===== src/rtl/ca_pkg.sv =====
// ca_pkg: shared op-codes, FSM state encoding and default ring width for the CA sequencer.
package ca_pkg;
    localparam int CA_WIDTH = 16;
    localparam logic [1:0] OP_LOAD = 2'd0;
    localparam logic [1:0] OP_STEP = 2'd1;
    localparam logic [1:0] OP_RUN  = 2'd2;
    localparam logic [1:0] OP_NOP  = 2'd3;
    typedef enum logic {ST_IDLE, ST_RUN} state_t;
endpackage


===== src/rtl/ca_next_gen.sv =====
// ca_next_gen: combinational next generation of a ring elementary cellular automaton.
module ca_next_gen
    import ca_pkg::*;
#(
    parameter int WIDTH = CA_WIDTH
) (
    input  logic [7:0]       rule,
    input  logic [WIDTH-1:0] cells,
    output logic [WIDTH-1:0] next
);
    for (genvar i = 0; i < WIDTH; i++) begin : g_cell
        assign next[i] = rule[{cells[(i+1)%WIDTH], cells[i], cells[(i+WIDTH-1)%WIDTH]}];
    end
endmodule


===== src/rtl/ca_sequencer.sv =====
// ca_sequencer: command-driven controller for a ring elementary cellular automaton.
// Optional CA_FIXED_POINT_HALT_EN halts RUN and raises stable when a generation repeats.
module ca_sequencer
    import ca_pkg::*;
#(
    parameter int WIDTH      = CA_WIDTH,
    parameter int PRESCALE_W = 8,
    parameter int GEN_W      = 16
) (
    input  logic                  clk,
    input  logic                  rst,
    input  logic                  cmd_valid,
    output logic                  cmd_ready,
    input  logic [1:0]            cmd_op,
    input  logic [7:0]            cmd_rule,
    input  logic [WIDTH-1:0]      cmd_seed,
    input  logic [GEN_W-1:0]      cmd_gens,
    input  logic [PRESCALE_W-1:0] cmd_period,
    input  logic                  abort,
    output logic [WIDTH-1:0]      cells,
    output logic [GEN_W-1:0]      gen_count,
    output logic                  busy,
    output logic                  done,
    output logic                  stable
);
    state_t                state;
    logic [7:0]            rule_q;
    logic [GEN_W-1:0]      target;
    logic [GEN_W-1:0]      gen_inc;
    logic [PRESCALE_W-1:0] period_q;
    logic [PRESCALE_W-1:0] presc;
    logic [WIDTH-1:0]      nxt;
    logic                  tick;
    logic                  hit;

    ca_next_gen #(.WIDTH(WIDTH)) u_next (
        .rule  (rule_q),
        .cells (cells),
        .next  (nxt)
    );

    assign cmd_ready = state == ST_IDLE;
    assign busy      = state == ST_RUN;
    assign gen_inc   = gen_count + 1'b1;
    assign tick      = presc == period_q;
    // target 0 means unbounded; the match is on the wrapped counter value
    assign hit       = (target != '0) && (gen_inc == target);

`ifdef CA_FIXED_POINT_HALT_EN
    logic fixed;
    assign fixed = nxt == cells;
`else
    assign stable = 1'b0;
`endif

    always_ff @(posedge clk or negedge rst) begin
        if (!rst) begin
            state     <= ST_IDLE;
            cells     <= '0;
            rule_q    <= '0;
            gen_count <= '0;
            target    <= '0;
            period_q  <= '0;
            presc     <= '0;
            done      <= 1'b0;
`ifdef CA_FIXED_POINT_HALT_EN
            stable    <= 1'b0;
`endif
        end else begin
            done <= 1'b0;
            if (state == ST_IDLE) begin
                if (cmd_valid) begin
                    case (cmd_op)
                        OP_LOAD: begin
                            cells     <= cmd_seed;
                            rule_q    <= cmd_rule;
                            gen_count <= '0;
`ifdef CA_FIXED_POINT_HALT_EN
                            stable    <= 1'b0;
`endif
                        end
                        OP_STEP: begin
                            cells     <= nxt;
                            gen_count <= gen_inc;
                            done      <= 1'b1;
`ifdef CA_FIXED_POINT_HALT_EN
                            if (fixed) stable <= 1'b1;
`endif
                        end
                        OP_RUN: begin
                            target   <= cmd_gens;
                            period_q <= cmd_period;
                            presc    <= '0;
                            state    <= ST_RUN;
                        end
                        default: ;
                    endcase
                end
            end else if (abort) begin
                // abort takes priority over a coinciding tick
                state <= ST_IDLE;
                done  <= 1'b1;
            end else if (tick) begin
                cells     <= nxt;
                gen_count <= gen_inc;
                presc     <= '0;
                if (hit) begin
                    state <= ST_IDLE;
                    done  <= 1'b1;
                end
`ifdef CA_FIXED_POINT_HALT_EN
                if (fixed) begin
                    stable <= 1'b1;
                    state  <= ST_IDLE;
                    done   <= 1'b1;
                end
`endif
            end else begin
                presc <= presc + 1'b1;
            end
        end
    end
endmodule


===== config.mk =====
export PLATFORM = sky130hd
export DESIGN_NAME = ca_sequencer
export DESIGN_NICKNAME = d
export VERILOG_FILES = /design/src/rtl/ca_pkg.sv /design/src/rtl/ca_next_gen.sv /design/src/rtl/ca_sequencer.sv
export SDC_FILE = /design/constraint.sdc
export NUM_CORES = 1
export LEC_CHECK = 0
export BUFFER_PORTS_ARGS = -buffer_cell sky130_fd_sc_hd__buf_2
export CORE_ASPECT_RATIO = 2
export CORE_MARGIN = 2
export CORE_UTILIZATION = 53
export CTS_BUF_LIST = sky130_fd_sc_hd__clkbuf_4
export DETAILED_ROUTE_END_ITERATION = 6
export PLACE_DENSITY = 0.87
export REMOVE_ABC_BUFFERS = 1
export SLEW_MARGIN = 20
export SYNTH_ARGS = -nofsm -noshare
export SYNTH_HDL_FRONTEND = slang
export SYNTH_SLANG_ARGS = --single-unit

===== constraint.sdc =====
create_clock -name clk -period 2.1 [get_ports clk]
set_input_delay 0.42 -clock clk [delete_from_list [all_inputs] [get_ports clk]]
set_output_delay 0.42 -clock clk [all_outputs]
set_load 0.01 [all_outputs]

==> metrics list <==
- The run finished with clean final reports.
* Count of boundary I/O pins: 90
- The via count of the first global-routing pass is 4288.
- The analysis attributes to net switching a power of 0.00188 W.
* Full die area: 10200 um^2
* Clock buffer depth: 2
* Switching part of the total power: 0.381
- Worst-Margin Slew: 0.606 ns
* Number of endpoints failing setup at the final stage: 0
- Of the total power, registers draw 0.471.
* Clk pwr share: 0.153
- The first global-routing pass estimated 20300 um of wire.
- The initial utilization of the core area, before any placement, comes to 0.548.
- Number of enable flip-flop cells after synthesis: 0
- Yosys warnings: 0
* Core area: 9010 um^2
* Initial DRC Count: 191
* Drt wl/cell: 19.4 um
* # rows: 49
- In the finished design, the share of the clock period the worst path needs comes to 0.940.
- Final Power: 0.00494 W
* Avg Cell Area, Syn: 10.5 um^2
- Critical-path cell list: ha_2 > nand3_4 > nor4_4 > xnor2_1 > nor4_2 > nand4b_1 > o21a_1
- After technology mapping, the gate count stands at 472.
* Vias per std cell: 6.34
* Worst slew margin: 0.596
- Leading register cell type out of synthesis: sky130_fd_sc_hd__dfrtp_1
* DRC violations left: 0
- Power density of the placed cells: 870 nW/um^2
- Arrival time of the worst setup path: 2.32 ns
- Max-cap violations in this run came to 0.
- Excluding fillers, the count of instances in the completed layout stands at 656.
- In this run the static leakage power is 2.46 nW.
- Number of vias in the routed layout: 4156
- Register area share after synthesis: 0.375
- STA classifies the critical path endpoint as a flip-flop.
- Type of the tightest min-delay check: input port to flip-flop
- CP startpoint kind: flip-flop
* Die span in y: 141 um
* Gr ovfl total: 0
- Fin Hold WS: 0.205 ns
* Overall fraction of global-route tracks in use: 0.257
- Max stage delay on crit path: 0.39 ns
* Crit Path Category: flip-flop to flip-flop
* Synthesized area: 4940 um^2
- The largest individual stage delay along the critical path comes from the cell sky130_fd_sc_hd__dfrtp_1.
* Max Clock Skew: 0.0146 ns
- Of the cells placed in the final design, the portion with a size suffix greater than 1 is 0.390.
* Min Tclk post-route: 1.97 ns
- Buffers placed on the I/O ports in this run total 88.
- 0 antenna diodes ended up in the layout.
- Pin count of the biggest net entering global routing: 36
- At the later pin of the worst-skew pair, clock insertion delay measures 0.43 ns.
- CP Max Fanout: 6
* Data required time of the worst path: 2.44 ns
* Fmax: 507 MHz
* Proportion of synthesized flip-flops having asynchronous set or reset: 1.00
- Detailed Route WL: 12700 um
* Maximum resistive drop on vdd: 0.666 mV
* Flop and latch count out of synthesis: 74
- Antenna violations before repair: 0
- Clock-pin slew was measured on the worst setup and hold paths at 0.13 ns.
- TritonCTS created 9 clock buffers.
- DP HPWL: 9720 um
- In this run the clock root is driven by a sky130_fd_sc_hd__clkbuf_4.
- Postcts setup bufs: 0
- Measured along the x axis, the die boundary spans 72.3 um.
- The hold violation total from the final report came to 0.
- Routability-driven placement finished with a final weighted congestion of 0.956.
* Internal cell power: 0.00306 W
- Comb power frac: 0.376
* TritonCTS clock tree: done
- Final-report max-slew violation count: 0
- Synthesis instantiated 48 different standard cells from the library.
- The clock tree synthesis step divided the H-tree into 3 levels.
- Before antenna repair, the detailed router went through 4 iterations.
* Post-route antenna net violation count: 0
- Area growth syn-to-layout: 14.8%
- # nets final: 605
- Clock sink count: 74
- Once placement completed, the tool counted placed cells totaling 639.
## metrics by stage
stage	setup TNS [ns]	utilization	setup WS (ns)	cell area [um^2]
global placement	0	0.614	0.113	5530
finish	0	0.629	0.126	5670
global route	-0.00258	0.629	-0.00258	5670
detailed placement	0	0.614	0.0719	5530
floorplan	-29.74	-	-1.07	4730
CTS	0	0.628	0.0512	5660
## cells by family after synthesis
group | after synthesis | synth area share
xor gates and xnor gates | 27 | 0.0479
AOI/OAI and AO/OA | 99 | 0.118
muxes | 80 | 0.251
other | 1 | 0.000759
buffers and inverters | 57 | 0.0484
and+or+nand+nor | 132 | 0.154
adders and majority gates | 2 | 0.00507
DFF | 74 | 0.375
## final cells by class
class / count / area [um^2]
well taps: 102 / 128
multi-input cells: 341 / 2890
inverters: 8 / 30.0
flip-flops and latches: 74 / 1850
clock inverters: 7 / 46.3
clock buffers: 9 / 67.6
repair buffers: 115 / 658
fillers: 708 / 3340
## per-layer routing
layer  part of all wire  up-vias  track usage
met4              0.049        0        0.140
met1               0.34     2040        0.269
met3              0.051       47       0.0417
li1                   -     1896            -
met2               0.56      173        0.470
met5                  0        -            0
## power by group through the flow
stage               Sequential, W  Clock, W  Combinational (W)
finish                    0.00233  0.000756            0.00185
global route              0.00238  0.000832            0.00201
CTS                       0.00232  0.000779            0.00185
detailed placement        0.00235         0            0.00185
global placement          0.00230         0            0.00177
floorplan                 0.00222         0            0.00131
## path summary, 6_finish.rpt
kind | start | endpoint | slack, ns | cells after the start
max | gen_count[0]$_DFFE_PN0P_ | busy$_DFF_PN0_ | 0.13 | 7
min | cmd_period[6] | period_q[6]$_DFFE_PN0P_ | 0.21 | 2
max reg2reg | gen_count[0]$_DFFE_PN0P_ | busy$_DFF_PN0_ | 0.13 | 7
min reg2reg | period_q[0]$_DFFE_PN0P_ | period_q[0]$_DFFE_PN0P_ | 0.55 | 1
max in group asynchronous | rst | target[11]$_DFFE_PN0P_ | 1.03 | 3
min in group asynchronous | rst | done$_DFF_PN0_ | 0.45 | 2
## Yosys cell counts (5+ instances only)
library cell,n,area (um^2)
sky130_fd_sc_hd__dfrtp_1,74,1850
sky130_fd_sc_hd__clkbuf_1,36,135
sky130_fd_sc_hd__nand2_1,35,131
sky130_fd_sc_hd__o21ai_0,34,170
sky130_fd_sc_hd__nor2_1,33,124
sky130_fd_sc_hd__mux2_2,32,360
sky130_fd_sc_hd__mux4_2,32,721
sky130_fd_sc_hd__a21oi_1,21,105
sky130_fd_sc_hd__mux2i_1,16,160
sky130_fd_sc_hd__xnor2_1,16,140
sky130_fd_sc_hd__o31ai_1,13,97.6
sky130_fd_sc_hd__nand3_1,11,55.1
sky130_fd_sc_hd__xor2_1,11,96.3
sky130_fd_sc_hd__o21ai_1,10,50.1
sky130_fd_sc_hd__buf_2,8,40.0
sky130_fd_sc_hd__inv_1,8,30.0
sky130_fd_sc_hd__a31oi_1,7,43.8
sky130_fd_sc_hd__and3_1,6,37.5
sky130_fd_sc_hd__nand2b_1,6,37.5
sky130_fd_sc_hd__nand4_1,6,37.5
sky130_fd_sc_hd__nor3_1,5,25.0
sky130_fd_sc_hd__nor4_1,5,31.3
## registers in the layout (all words and copies together) (netlist names)
| register | count |
|---|---|
| target | 16 |
| period_q | 8 |
| done | 1 |
| presc | 8 |
| busy | 1 |
| gen_count | 16 |
| cells | 16 |
| rule_q | 8 |
## critical path: cells and delay by family, from the launching register on
kind / cells / cell delay [ns]
AOI/OAI and AO/OA: 1 / 0.18
xor gates and xnor gates: 1 / 0.12
and+or+nand+nor: 4 / 0.93
DFF: 1 / 0.39
adders and majority gates: 1 / 0.27
## cells in the final DEF, fill, tap and decap left out, types with 20 or more instances in the layout
cell type,instances
sky130_fd_sc_hd__a21oi_1,20
sky130_fd_sc_hd__buf_2,88
sky130_fd_sc_hd__dfrtp_1,72
sky130_fd_sc_hd__mux4_2,32
sky130_fd_sc_hd__o21ai_0,34
sky130_fd_sc_hd__buf_4,25
sky130_fd_sc_hd__mux2_2,32
sky130_fd_sc_hd__nand2_1,35
sky130_fd_sc_hd__nor2_1,32
## what timing repair did
item,CTS,global route
endpoints found under the setup margin,0,5
hold buffers,1,0
gates resized for setup,0,6
hold endpoints to repair,15,0
(Power assumes the default switching activity.)
